`src/rtl/frec_pkg.sv`:
```
// Shared types and constants for the frequency-change sequencer.
// FSM state encoding plus default and maximum legal frequency numbers.
package frec_pkg;

  typedef enum logic [2:0] {
    ST_INIT,
    ST_IDLE,
    ST_CHECK,
    ST_WAIT_LOW,
    ST_APPLY,
    ST_DONE,
    ST_DONE_N
  } state_e;

  localparam int FREC_DEF_NUM = 1;
  localparam int FREC_MAX_NUM = 15;

endpackage

```
`src/rtl/rr_arbiter.sv`:
```
// Combinational round-robin picker: first set req bit at/after ptr.
// Ports: req, ptr in; one-hot gnt and valid out.
module rr_arbiter #(
  parameter int NREQ = 2,
  parameter int PW   = (NREQ > 1) ? $clog2(NREQ) : 1
) (
  input  logic [NREQ-1:0] req,
  input  logic [PW-1:0]   ptr,
  output logic [NREQ-1:0] gnt,
  output logic            valid
);

  logic          found;
  logic [PW-1:0] j;

  always_comb begin
    gnt   = '0;
    found = 1'b0;
    j     = '0;
    for (int k = 0; k < NREQ; k++) begin
      j = PW'((int'(ptr) + k) % NREQ);
      if (!found && req[j]) begin
        gnt[j] = 1'b1;
        found  = 1'b1;
      end
    end
  end

  assign valid = |req;

endmodule

```
`src/rtl/frec_change_ctrl.sv`:
```
// Arbitrating sequencer owning the divider frequency-select input.
// Ports: clk, reset(n), req/req_num, clkdiv_in in; ack, nak, busy, frec_sel, div_rst, tmo_flag out.
module frec_change_ctrl
  import frec_pkg::*;
#(
  parameter int NREQ    = 2,
  parameter int NUMW    = 8,
  parameter int DEF_NUM = FREC_DEF_NUM,
  parameter int MAX_NUM = FREC_MAX_NUM,
  parameter int RST_CYC = 2,
  parameter int TIMEOUT = 4096
) (
  input  logic               clk,
  input  logic               reset,
  input  logic [NREQ-1:0]    req,
  input  logic [NREQ*NUMW-1:0] req_num,
  input  logic               clkdiv_in,
  output logic [NREQ-1:0]    ack,
  output logic [NREQ-1:0]    nak,
  output logic               busy,
  output logic [NUMW-1:0]    frec_sel,
  output logic               div_rst,
  output logic               tmo_flag
);

  localparam int PW = (NREQ > 1) ? $clog2(NREQ) : 1;
  localparam int TW = (TIMEOUT > 2) ? $clog2(TIMEOUT) : 1;
  localparam int RW = 4;

  state_e            state_q, state_d;
  logic [PW-1:0]     ptr_q, ptr_d;
  logic [PW-1:0]     gidx_q, gidx_d;
  logic [NUMW-1:0]   gnum_q, gnum_d;
  logic [TW-1:0]     wcnt_q, wcnt_d;
  logic [RW-1:0]     rcnt_q, rcnt_d;
  logic [NUMW-1:0]   sel_q, sel_d;
  logic              drst_q, drst_d;
  logic [NREQ-1:0]   ack_q, ack_d;
  logic [NREQ-1:0]   nak_q, nak_d;
  logic              busy_q, busy_d;
  logic              tmo_q, tmo_d;

  logic [NREQ-1:0]   gnt;
  logic              gnt_vld;
  logic [PW-1:0]     a_idx;
  logic [NUMW-1:0]   num_arr [NREQ];

  logic num_ok, num_same, tmo_hit, wait_exit, apply_end;

  rr_arbiter #(
    .NREQ (NREQ),
    .PW   (PW)
  ) u_arb (
    .req   (req),
    .ptr   (ptr_q),
    .gnt   (gnt),
    .valid (gnt_vld)
  );

  for (genvar g = 0; g < NREQ; g++) begin : g_num
    assign num_arr[g] = req_num[g*NUMW +: NUMW];
  end

  always_comb begin
    a_idx = '0;
    for (int i = 0; i < NREQ; i++) begin
      if (gnt[i]) a_idx = PW'(i);
    end
  end

  assign num_ok    = (gnum_q != '0) &&
                     (gnum_q <= NUMW'(MAX_NUM));
  assign num_same  = (gnum_q == sel_q);
  assign tmo_hit   = (wcnt_q == TW'(TIMEOUT - 1));
  // Low sample means the next divided edge is far enough away.
  assign wait_exit = !clkdiv_in || tmo_hit;
  assign apply_end = (rcnt_q == RW'(RST_CYC - 1));

  always_ff @(posedge clk) begin
    if (!reset) begin
      state_q <= ST_INIT;
      ptr_q   <= '0;
      gidx_q  <= '0;
      gnum_q  <= '0;
      wcnt_q  <= '0;
      rcnt_q  <= '0;
      sel_q   <= NUMW'(DEF_NUM);
      drst_q  <= 1'b1;
      ack_q   <= '0;
      nak_q   <= '0;
      busy_q  <= 1'b0;
      tmo_q   <= 1'b0;
    end else begin
      state_q <= state_d;
      ptr_q   <= ptr_d;
      gidx_q  <= gidx_d;
      gnum_q  <= gnum_d;
      wcnt_q  <= wcnt_d;
      rcnt_q  <= rcnt_d;
      sel_q   <= sel_d;
      drst_q  <= drst_d;
      ack_q   <= ack_d;
      nak_q   <= nak_d;
      busy_q  <= busy_d;
      tmo_q   <= tmo_d;
    end
  end

  always_comb begin
    state_d = state_q;
    unique case (state_q)
      ST_INIT:     state_d = ST_IDLE;
      ST_IDLE:     if (gnt_vld) state_d = ST_CHECK;
      ST_CHECK: begin
        if (!num_ok || num_same) state_d = ST_DONE_N;
        else                     state_d = ST_WAIT_LOW;
      end
      ST_WAIT_LOW: if (wait_exit) state_d = ST_APPLY;
      ST_APPLY:    if (apply_end) state_d = ST_DONE;
      ST_DONE:     state_d = ST_IDLE;
      ST_DONE_N:   state_d = ST_IDLE;
      default:     state_d = ST_INIT;
    endcase
  end

  always_comb begin
    ptr_d  = ptr_q;
    gidx_d = gidx_q;
    gnum_d = gnum_q;
    wcnt_d = wcnt_q;
    rcnt_d = rcnt_q;
    sel_d  = sel_q;
    drst_d = drst_q;
    ack_d  = '0;
    nak_d  = '0;
    busy_d = busy_q;
    tmo_d  = tmo_q;
    unique case (state_q)
      ST_INIT: drst_d = 1'b0;
      ST_IDLE: begin
        if (gnt_vld) begin
          gidx_d = a_idx;
          gnum_d = num_arr[a_idx];
          busy_d = 1'b1;
          if (a_idx == PW'(NREQ - 1)) ptr_d = '0;
          else                        ptr_d = a_idx + PW'(1);
        end
      end
      ST_CHECK: begin
        if (!num_ok)       nak_d = NREQ'(1) << gidx_q;
        else if (num_same) ack_d = NREQ'(1) << gidx_q;
        else               wcnt_d = '0;
      end
      ST_WAIT_LOW: begin
        if (wait_exit) begin
          sel_d  = gnum_q;
          drst_d = 1'b1;
          rcnt_d = '0;
          if (clkdiv_in) tmo_d = 1'b1;
        end else begin
          wcnt_d = wcnt_q + TW'(1);
        end
      end
      ST_APPLY: begin
        if (apply_end) begin
          drst_d = 1'b0;
          ack_d  = NREQ'(1) << gidx_q;
        end else begin
          rcnt_d = rcnt_q + RW'(1);
        end
      end
      ST_DONE:   busy_d = 1'b0;
      ST_DONE_N: busy_d = 1'b0;
      default: ;
    endcase
  end

  assign ack      = ack_q;
  assign nak      = nak_q;
  assign busy     = busy_q;
  assign frec_sel = sel_q;
  assign div_rst  = drst_q;
  assign tmo_flag = tmo_q;

endmodule

```
`config.mk`:
```
export PLATFORM = sky130hd
export DESIGN_NAME = frec_change_ctrl
export DESIGN_NICKNAME = d
export VERILOG_FILES = /design/src/rtl/frec_pkg.sv /design/src/rtl/rr_arbiter.sv /design/src/rtl/frec_change_ctrl.sv
export SDC_FILE = /design/constraint.sdc
export NUM_CORES = 1
export LEC_CHECK = 0
export ABC_AREA = 1
export CORE_MARGIN = 2
export CORE_UTILIZATION = 40
export CTS_CLUSTER_DIAMETER = 120
export DETAILED_ROUTE_END_ITERATION = 7
export DONT_BUFFER_PORTS = 1
export HOLD_SLACK_MARGIN = 0.03
export PLACE_DENSITY = 0.51
export SLEW_MARGIN = 20
export SYNTH_ARGS = -nofsm -noshare
export SYNTH_HDL_FRONTEND = slang
export SYNTH_SLANG_ARGS = --single-unit
```
`constraint.sdc`:
```
create_clock -name clk -period 3.7 [get_ports clk]
set_input_delay 0.925 -clock clk [delete_from_list [all_inputs] [get_ports clk]]
set_output_delay 0.925 -clock clk [all_outputs]
set_load 0.05 [all_outputs]
```
-- Word level (Yosys, flattened, before mapping)
Cells that the tools add are included.
- bits in registers: 44
- bits of input ports: 21
- output and inout bits: 15
- word-level logic and storage cells: 107
- $add $sub $neg: 4
- $lt $le $gt $ge: 6
- equal/unequal tests: 16
- shift operators: 1
- mux-type cells: 37
- bitwise logic cells: 4
- reductions and logical operators: 27
- operators by type and width (operator ; number):
    $mux W12 ; 3
    $mux W8 ; 3
    $pmux W12 S2 ; 1
    $pmux W3 S5 ; 1
    $ne A2 B2 Y1 const B ; 7
    $add A12 B1 Y12 const B ; 1
    $eq A12 B12 Y1 const B ; 1
    $mux W1 ; 12
    $mux W3 ; 4
    $reduce_and A3 Y1 ; 4
    $mux W2 ; 5
    $eq A3 B3 Y1 const B ; 3
    $eq A8 B8 Y1 ; 1
    $le A8 B4 Y1 const B ; 1
    $mux W4 ; 2
    $pmux W4 S2 ; 1
    $reduce_bool A8 Y1 ; 1
    $eq A3 B2 Y1 const B ; 2
    $reduce_and A2 Y1 ; 3
    $reduce_bool A2 Y1 ; 3
    $reduce_or A3 Y1 ; 2
    $add A4 B1 Y4 const B ; 1
    $eq A4 B1 Y1 const B ; 1
    $logic_and A1 B1 Y1 ; 4
    19 further kinds ; 28

-- Depth between registers and ports, before layout
Gate-level depths: netlist of the first run.
- depth after elaboration: 12
- gate-level depth with buffers: 11
- gate-level depth less buffers: 11

-- Cells and area by module
From an unflattened synthesis of the first run, not the netlist that was laid out.
- cell total of the unflattened synthesis: 349
- area, all modules: 2371.0 µm²
- by module, submodules not included (module ; instances ; cells an instance ; area each (µm²) ; sequential area each (µm²)):
    frec_change_ctrl ; 1 ; 343 ; 2346.0 ; 880.8
    rr_arbiter ; 1 ; 6 ; 25.0 ; 0.0

-- Worst setup path before layout of the first run
Ideal clock, no wire load.
- path kind: input-to-reg
- start: in req[0]
- end: reg gnum_q[1]
- library setup time: 0.074 ns
- arrival time: 1.674 ns
- data required time: 3.626 ns
- slack: 1.951 ns
- cell stages on the path: 6
- cell sequence: inv_1 > o21ai_0 > inv_1 > nor2_2 > nand2_1 > a31oi_1
- cells in the longest elaborated chain, start to end: 11
- elaborated cells on any way between the ends: 17
- those cells by class: mux (11); bitwise (2); reduce/logical (4)
- RTL lines (element ; RTL line ; RTL):
    start, declared ; frec_change_ctrl.sv:15 ; input logic [NREQ-1:0] req,
    $mux W1 (not written as such) (2 in a row) ; rr_arbiter.sv:22 ; if (!found && req[j]) begin
    $mux W1 ; rr_arbiter.sv:22 ;
    $logic_not A1 Y1 ; rr_arbiter.sv:22 ;
    $logic_and A1 B1 Y1 ; rr_arbiter.sv:22 ;
    $mux W2 ; rr_arbiter.sv:22 ;
    $mux W1 ; frec_change_ctrl.sv:67 ; if (gnt[i]) a_idx = PW'(i);
    $not A1 Y2 (not written as such) ; frec_change_ctrl.sv:143 ; gnum_d = num_arr[a_idx];
    $mux W8 (not written as such) (3 in a row) ; frec_change_ctrl.sv:143 ;
    end signal, assigned ; frec_change_ctrl.sv:97 ; gnum_q <= gnum_d;
    end, declared ; frec_change_ctrl.sv:33 ; logic [NUMW-1:0] gnum_q, gnum_d;
Parallel ways exist; a longest one is shown, timed or not. The select of a mux whose other input is x is not followed.
A chain may end at the register's enable or synchronous reset.

-- Worst setup path in the final report of the first run
- start: reg sel_q[6] (netlist: frec_sel[6])
- end: out frec_sel[6]
- RTL lines (element ; RTL line ; RTL):
    start, declared ; frec_change_ctrl.sv:36 ; logic [NUMW-1:0] sel_q, sel_d;
    start signal, assigned ; frec_change_ctrl.sv:87 ; sel_q <= NUMW'(DEF_NUM);
    start signal, assigned ; frec_change_ctrl.sv:100 ; sel_q <= sel_d;
    end, declared ; frec_change_ctrl.sv:21 ; output logic [NUMW-1:0] frec_sel,
No word-level cell between the ends.

==> reports/qor.csv, run 1 <==
stage;metric;value;unit
synth;post-synthesis sequential area ratio;0.389;
grt;grt total ovfl;0;
final_layout;Core Util, Final;0.447;
worst_setup_path;CP Class;flop to primary output;
final_layout;Area Overhead vs Synth;7.95;%
cts;Sink Count;44;
place;HPWL Detailed;3.83;mm
synth;Cell Area, Synth;0.00227;mm²
run;MaxCap Viol Count;0;
synth;ranking of synthesized cells by area;dfxtp_1, nand2_1, nor2_1;
routing;Vias/cell;4.98;
routing;drc violations;0;
timing;unrepaired setup endpoints after global routing;false;
timing;Max Clk Rate;522;MHz
pwr;switching power;670;µW
place;I/O Buffers;0;
final_layout;ratio of cells with drive above 1 in the final layout;0.0816;
cts;clock root buffer master;clkbuf_8;
grt;largest net degree at the start of global routing;26;
synth;cell taking the most area after synthesis;dfxtp_1;
place;Cells after DPL;407;
worst_setup_path;Setup crit start kind;flop;
synth;library cells used by synthesis;30;
cts;CTS max path bufs;2;
timing;# setup viols final;0;
worst_setup_path;Required @ worst endpoint;2770;ps
timing;fin crit share;0.518;
cts;# Post-CTS Setup Buffers;0;
grt;initial antenna violation count;0;
routing;post-route ant nets;0;
timing;Final Hold Slack;468;ps
cts;TritonCTS clock tree;done;
worst_setup_path;WP data arrival;990;ps
worst_setup_path;CP Max Fanout;3;
place;DP Area;0.00232;mm²
final_layout;antenna cells;0;
synth;Net Count, Synth;366;
routing;drt pass-1 iters;4;
timing;Worst Tran Pin Value;814;ps
floorplan;die outline height;79.3;µm
timing;crit path time final;1920;ps
grt;first-pass GRT wire length;8.68;mm
pwr;pwr/cell area;669;mW/mm²
synth;#FFs+latches synth;44;
pwr;Leak;0.955;nW
cts;number of gates resized after cts;0;
final_layout;fin cells;415;
cts;CTS Buf Count;5;
routing;Routed Wire Length;5.16;mm
pwr;power share of the combinational group;0.307;
cts;Clock Pin Slew Worst Setup and Hold Paths;80;ps
cts;Clk Latency, worst-skew pair;290;ps
synth;Ys Warns;0;
pwr;Clk pwr share;0.243;
synth;Post-Synthesis Cells;342;
worst_setup_path;crit end category;primary output;
floorplan;full die area;0.00628;mm²
floorplan;initial core utilization;0.414;
floorplan;Cell Rows;27;
floorplan;I/O pin total;36;
floorplan;Die Width;79.3;µm
timing;skew final;5.67;ps
cts;Hold-fix buffers, CTS;0;
final_layout;post-layout net count;366;
timing;setup TNS;0;ps
grt;Global Route Usage Sum;0.175;
status;status;complete, no violations;
floorplan;Core ar.;0.00547;mm²
pwr;Final Power;1.64;mW
synth;Syn Area/Cell;6.63;µm²
routing;initial DRC count;54;
timing;Final Hold Fails;0;
pwr;Switching Share;0.409;
synth;post-synth top area share;0.389;
timing;PnR worst setup slack;1780;ps
routing;drt wl/cell;12.4;µm
place;DP Worst Slack;1720;ps
place;GP Congestion;0.745;
timing;normalized max-slew margin;0.457;
pwr;Internal Power;967;µW
timing;number of max-slew violations in the final report;0;
final_layout;commonest non-fill, non-tap cells in the layout;nand2_1, dfxtp_1, nor2_1, inv_1, nand3_1;
routing;routed vias;2068;
pwr;Reg power frac;0.450;
cts;H-tree depth;2;
final_layout;post-layout instance area;0.00245;mm²
hold_path;min-delay worst type;flop to flop;
pwr;maximum vdd ir drop;430;µV
final_layout;most common cell after layout, fill and taps aside;nand2_1;
grt;vias in the first global route;1928;
[path summary, 6_finish.rpt]
kind / start / endpoint / slack, ps / cells past startpoint
setup / recovery: frec_sel[6] / frec_sel[6] / 1780 / 0
hold / removal: gidx_q / nak[0] / 470 / 1
setup reg to reg: frec_sel[6] / wcnt_q[2] / 1790 / 9
hold reg to reg: gidx_q / nak[0] / 470 / 1
[per-layer routing]
layer	wire, µm	GRT usage	part of all wire
met5	0	0	0
met4	54	0.0483	0.010
met3	284	0.0443	0.055
met2	2460	0.303	0.48
met1	2360	0.213	0.46
[flip-flops by register name (all words and copies together) (netlist names)]
register	flops
frec_sel	8
gnum_q	8
div_rst	1
busy	1
gidx_q	1
state_q	3
ptr_q	1
ack	2
nak	2
wcnt_q	12
rcnt_q	4
tmo_flag	1
[cell usage after synthesis (all sizes together)]
cell type  count
nand2         97
nor2          50
dfxtp         44
inv           42
nand3         34
a21oi         22
o21ai         15
a31oi          8
buf            4
nor3           4
clkbuf         3
ha             3
nor3b          3
xnor2          3
nand4          2
or2            2
xor2           2
a211oi         1
a31o           1
o211ai         1
o22ai          1
[layout make-up]
cell class,instances,area (µm²)
Clock inverter,1,30.0
Inverter,42,158
Tap cell,72,90.1
Fill cell,601,3030
Multi-Input combinational cell,249,1190
Clock buffer,7,96.3
Sequential cell,44,881
[power by group through the flow]
| stage | registers, mW | clock network (mW) | logic [mW] |
|---|---|---|---|
| final | 0.736 | 0.397 | 0.503 |
| after global routing | 0.755 | 0.425 | 0.587 |
| after CTS | 0.738 | 0.410 | 0.510 |
| after detailed placement | 0.749 | 0 | 0.507 |
| after global placement | 0.751 | 0 | 0.502 |
| after floorplan | 0.719 | 0 | 0.425 |
[cell families after synthesis]
family	Yosys count	synth area share
flip-flops	44	0.389
AO/OA/AOI/OAI	49	0.124
AND/OR/NAND/NOR	192	0.366
XOR/XNOR	5	0.0193
buffers and inverters	49	0.0856
adder cells (fa/ha/maj)	3	0.0166
(Power assumes the default switching activity.)
==> run 2, diff against run 1 <==
Settings changed: PLACE_DENSITY 0.51 to 0.53.
Clock period 3.7 ns to 1.7 ns, I/O delays scaled along.
==> reports/qor.csv, run 2 (synthesis gave the netlist of run 1 again) <==
stage;metric;value;unit;change
status;status;complete, no violations;;unchanged
pwr;Leak;1.05;nW;was 0.955 nW
worst_setup_path;CP top delay family;simple AND/OR/NAND/NOR gates;;
timing;Max Clk Rate;655;MHz;
floorplan;I/O pin total;36;;unchanged
place;I/O Buffers;0;;unchanged
final_layout;ratio of cells with drive above 1 in the final layout;0.164;;was 0.0816
final_layout;flip-flop count of the largest register after layout;12;;unchanged
floorplan;Core ar.;0.00547;mm²;unchanged
worst_setup_path;CP dominant cell by count;nand2_2;;
routing;Routed Wire Length;5.12;mm;was 5.16 mm
floorplan;die outline height;79.3;µm;unchanged
cts;CTS max path bufs;2;;unchanged
pwr;Final Power;3.46;mW;was 1.64 mW
grt;Global Route Usage Sum;0.179;;was 0.175
worst_setup_path;slowest CP cell;dfxtp_2;;
routing;initial DRC count;51;;was 54
timing;PnR worst setup slack;174;ps;was 1780 ps
final_layout;antenna cells;0;;unchanged
cts;Sink Count;44;;unchanged
grt;vias in the first global route;1950;;was 1928
pwr;maximum vdd ir drop;781;µV;was 430 µV
grt;grt total ovfl;0;;unchanged
worst_setup_path;Setup crit start kind;flop;;unchanged
timing;number of max-slew violations in the final report;0;;unchanged
timing;fin crit share;0.897;;
timing;Worst Tran Pin Value;520;ps;was 814 ps
routing;routed vias;2126;;was 2068
timing;Final Hold Fails;0;;unchanged
timing;skew final;6.20;ps;was 5.67 ps
routing;Vias/cell;4.86;;was 4.98
floorplan;Cell Rows;27;;unchanged
final_layout;FF+latch area;885;µm²;was 881 µm²
hold_path;min-delay worst type;primary input to flop;;was flop to flop
grt;initial antenna violation count;0;;unchanged
final_layout;post-layout instance area;0.00263;mm²;was 0.00245 mm²
worst_setup_path;crit path cell chain;ha_4 -> nand2_2 -> nor2_4 -> nand3_2 -> nand2_2 -> nand2_2 -> buf_4 -> inv_2 -> a21oi_1 -> nor2_1;;
timing;normalized max-slew margin;0.653;;was 0.457
routing;post-route ant nets;0;;unchanged
timing;unrepaired setup endpoints after global routing;false;;unchanged
place;GP Congestion;0.843;;was 0.745
place;DP Worst Slack;55.6;ps;was 1720 ps
worst_setup_path;RR Endpoint;tmo_flag;;was wcnt_q[2]
worst_setup_path;CP Buf/Inv Count;2;;
pwr;pwr/cell area;1320;mW/mm²;was 669 mW/mm²
grt;first-pass GRT wire length;8.94;mm;was 8.68 mm
worst_setup_path;CP Class;flop to flop;;was flop to primary output
cts;Clk Latency, worst-skew pair;290;ps;about the same
worst_setup_path;Crit path depth;10;;was 0
place;HPWL Detailed;3.93;mm;was 3.83 mm
final_layout;commonest non-fill, non-tap cells in the layout;nand2_1, nor2_1, dfxtp_1, inv_1, nand3_1;;was nand2_1, dfxtp_1, nor2_1, inv_1, nand3_1
worst_setup_path;Worst Reg2Reg Path Length in Cells;10;;was 9
worst_setup_path;Required @ worst endpoint;1930;ps;was 2770 ps
worst_setup_path;WP data arrival;1760;ps;was 990 ps
final_layout;largest register by flop count;wcnt_q;;unchanged
cts;CTS Buf Count;5;;unchanged
routing;drt pass-1 iters;4;;unchanged
cts;TritonCTS clock tree;done;;unchanged
worst_setup_path;CP Max Fanout;10;;was 3
floorplan;Die Width;79.3;µm;unchanged
grt;largest net degree at the start of global routing;20;;was 26
cts;H-tree depth;2;;unchanged
cts;Hold-fix buffers, CTS;0;;unchanged
place;DP Area;0.00248;mm²;was 0.00232 mm²
final_layout;most common cell after layout, fill and taps aside;nand2_1;;unchanged
final_layout;area of the multi-input gates;0.00124;mm²;was 0.00119 mm²
worst_setup_path;crit path from;wcnt_q[0];;was frec_sel[6]
worst_setup_path;R2R Path Start;wcnt_q[0];;was frec_sel[6]
floorplan;full die area;0.00628;mm²;unchanged
timing;setup TNS;0;ps;unchanged
run;MaxCap Viol Count;0;;unchanged
final_layout;Core Util, Final;0.480;;was 0.447
worst_setup_path;reg2reg setup slack;170;ps;was 1790 ps
timing;crit path time final;1530;ps;
final_layout;post-layout net count;389;;was 366
timing;# setup viols final;0;;unchanged
worst_setup_path;crit end category;flop;;was primary output
cts;Clock Pin Slew Worst Setup and Hold Paths;80;ps;about the same
final_layout;Area Overhead vs Synth;16.0;%;was 7.95%
cts;clock root buffer master;clkbuf_8;;unchanged
worst_setup_path;Largest stage delay, worst path;380;ps;
worst_setup_path;Worst setup endpoint;tmo_flag;;was frec_sel[6]
routing;drt wl/cell;11.7;µm;was 12.4 µm
floorplan;initial core utilization;0.414;;unchanged
final_layout;FILL cells;607;;was 601
routing;drc violations;0;;unchanged
## run 2: cell types whose count changed in the layout (fill, tap and decap cells not counted), moves of 2 or more
cell      previous run  this run
nor2_4               1         3
buf_4                0        22
o21ai_1              0         5
nand2_1             94        91
dfxtp_2              0         3
clkbuf_8             7         5
dfxtp_1             44        41
nand2_2              3         6
nor2_1              43        41
o21ai_0             14         9
## run 2: power breakdown
group	switching [mW]	internal [mW]
combinational	0.830	0.484
clock	0.335	0.280
sequential	0.309	1.22
total	1.47	1.99
## run 2: metrics by stage
stage          cells  hold WS, ps
2_1_floorplan    342          426
3_3_place_gp     429          453
3_5_place_dp     429          453
4_1_cts          436          219
5_1_grt          437          224
6_report         437          229
## run 2: worst min path at each step
stage | startpoint | depth (start not counted) | endpoint | slack, ps
2_1_floorplan | gidx_q | 1 | nak[0] | 430
3_3_place_gp | gidx_q | 1 | nak[0] | 450
3_5_place_dp | ptr_q | 2 | ptr_q | 450
4_1_cts | reset | 1 | frec_sel[0] | 220
5_1_grt | reset | 1 | div_rst | 220
6_report | reset | 1 | div_rst | 230
## run 2: layout make-up
class                           instances  area share
Timing Repair Buffer                   23      0.0671
Tap cell                               72      0.0343
Inverter                               42      0.0600
Clock inverter                          1     0.00190
Clock buffer                            6      0.0276
Multi-Input combinational cell        249       0.472
Sequential cell                        44       0.337
## run 2: what timing repair did
item	4_1_cts	5_1_grt
gates resized for setup	0	22
buffers inserted	0	1
setup endpoints to repair	0	32
## run 2: metal layers
layer	part of all wire	track usage	vias to the layer above
met5	0	0	-
met4	0.014	0.0672	0
met3	0.042	0.0330	6
met2	0.48	0.298	39
met1	0.46	0.229	939
li1	-	-	1142
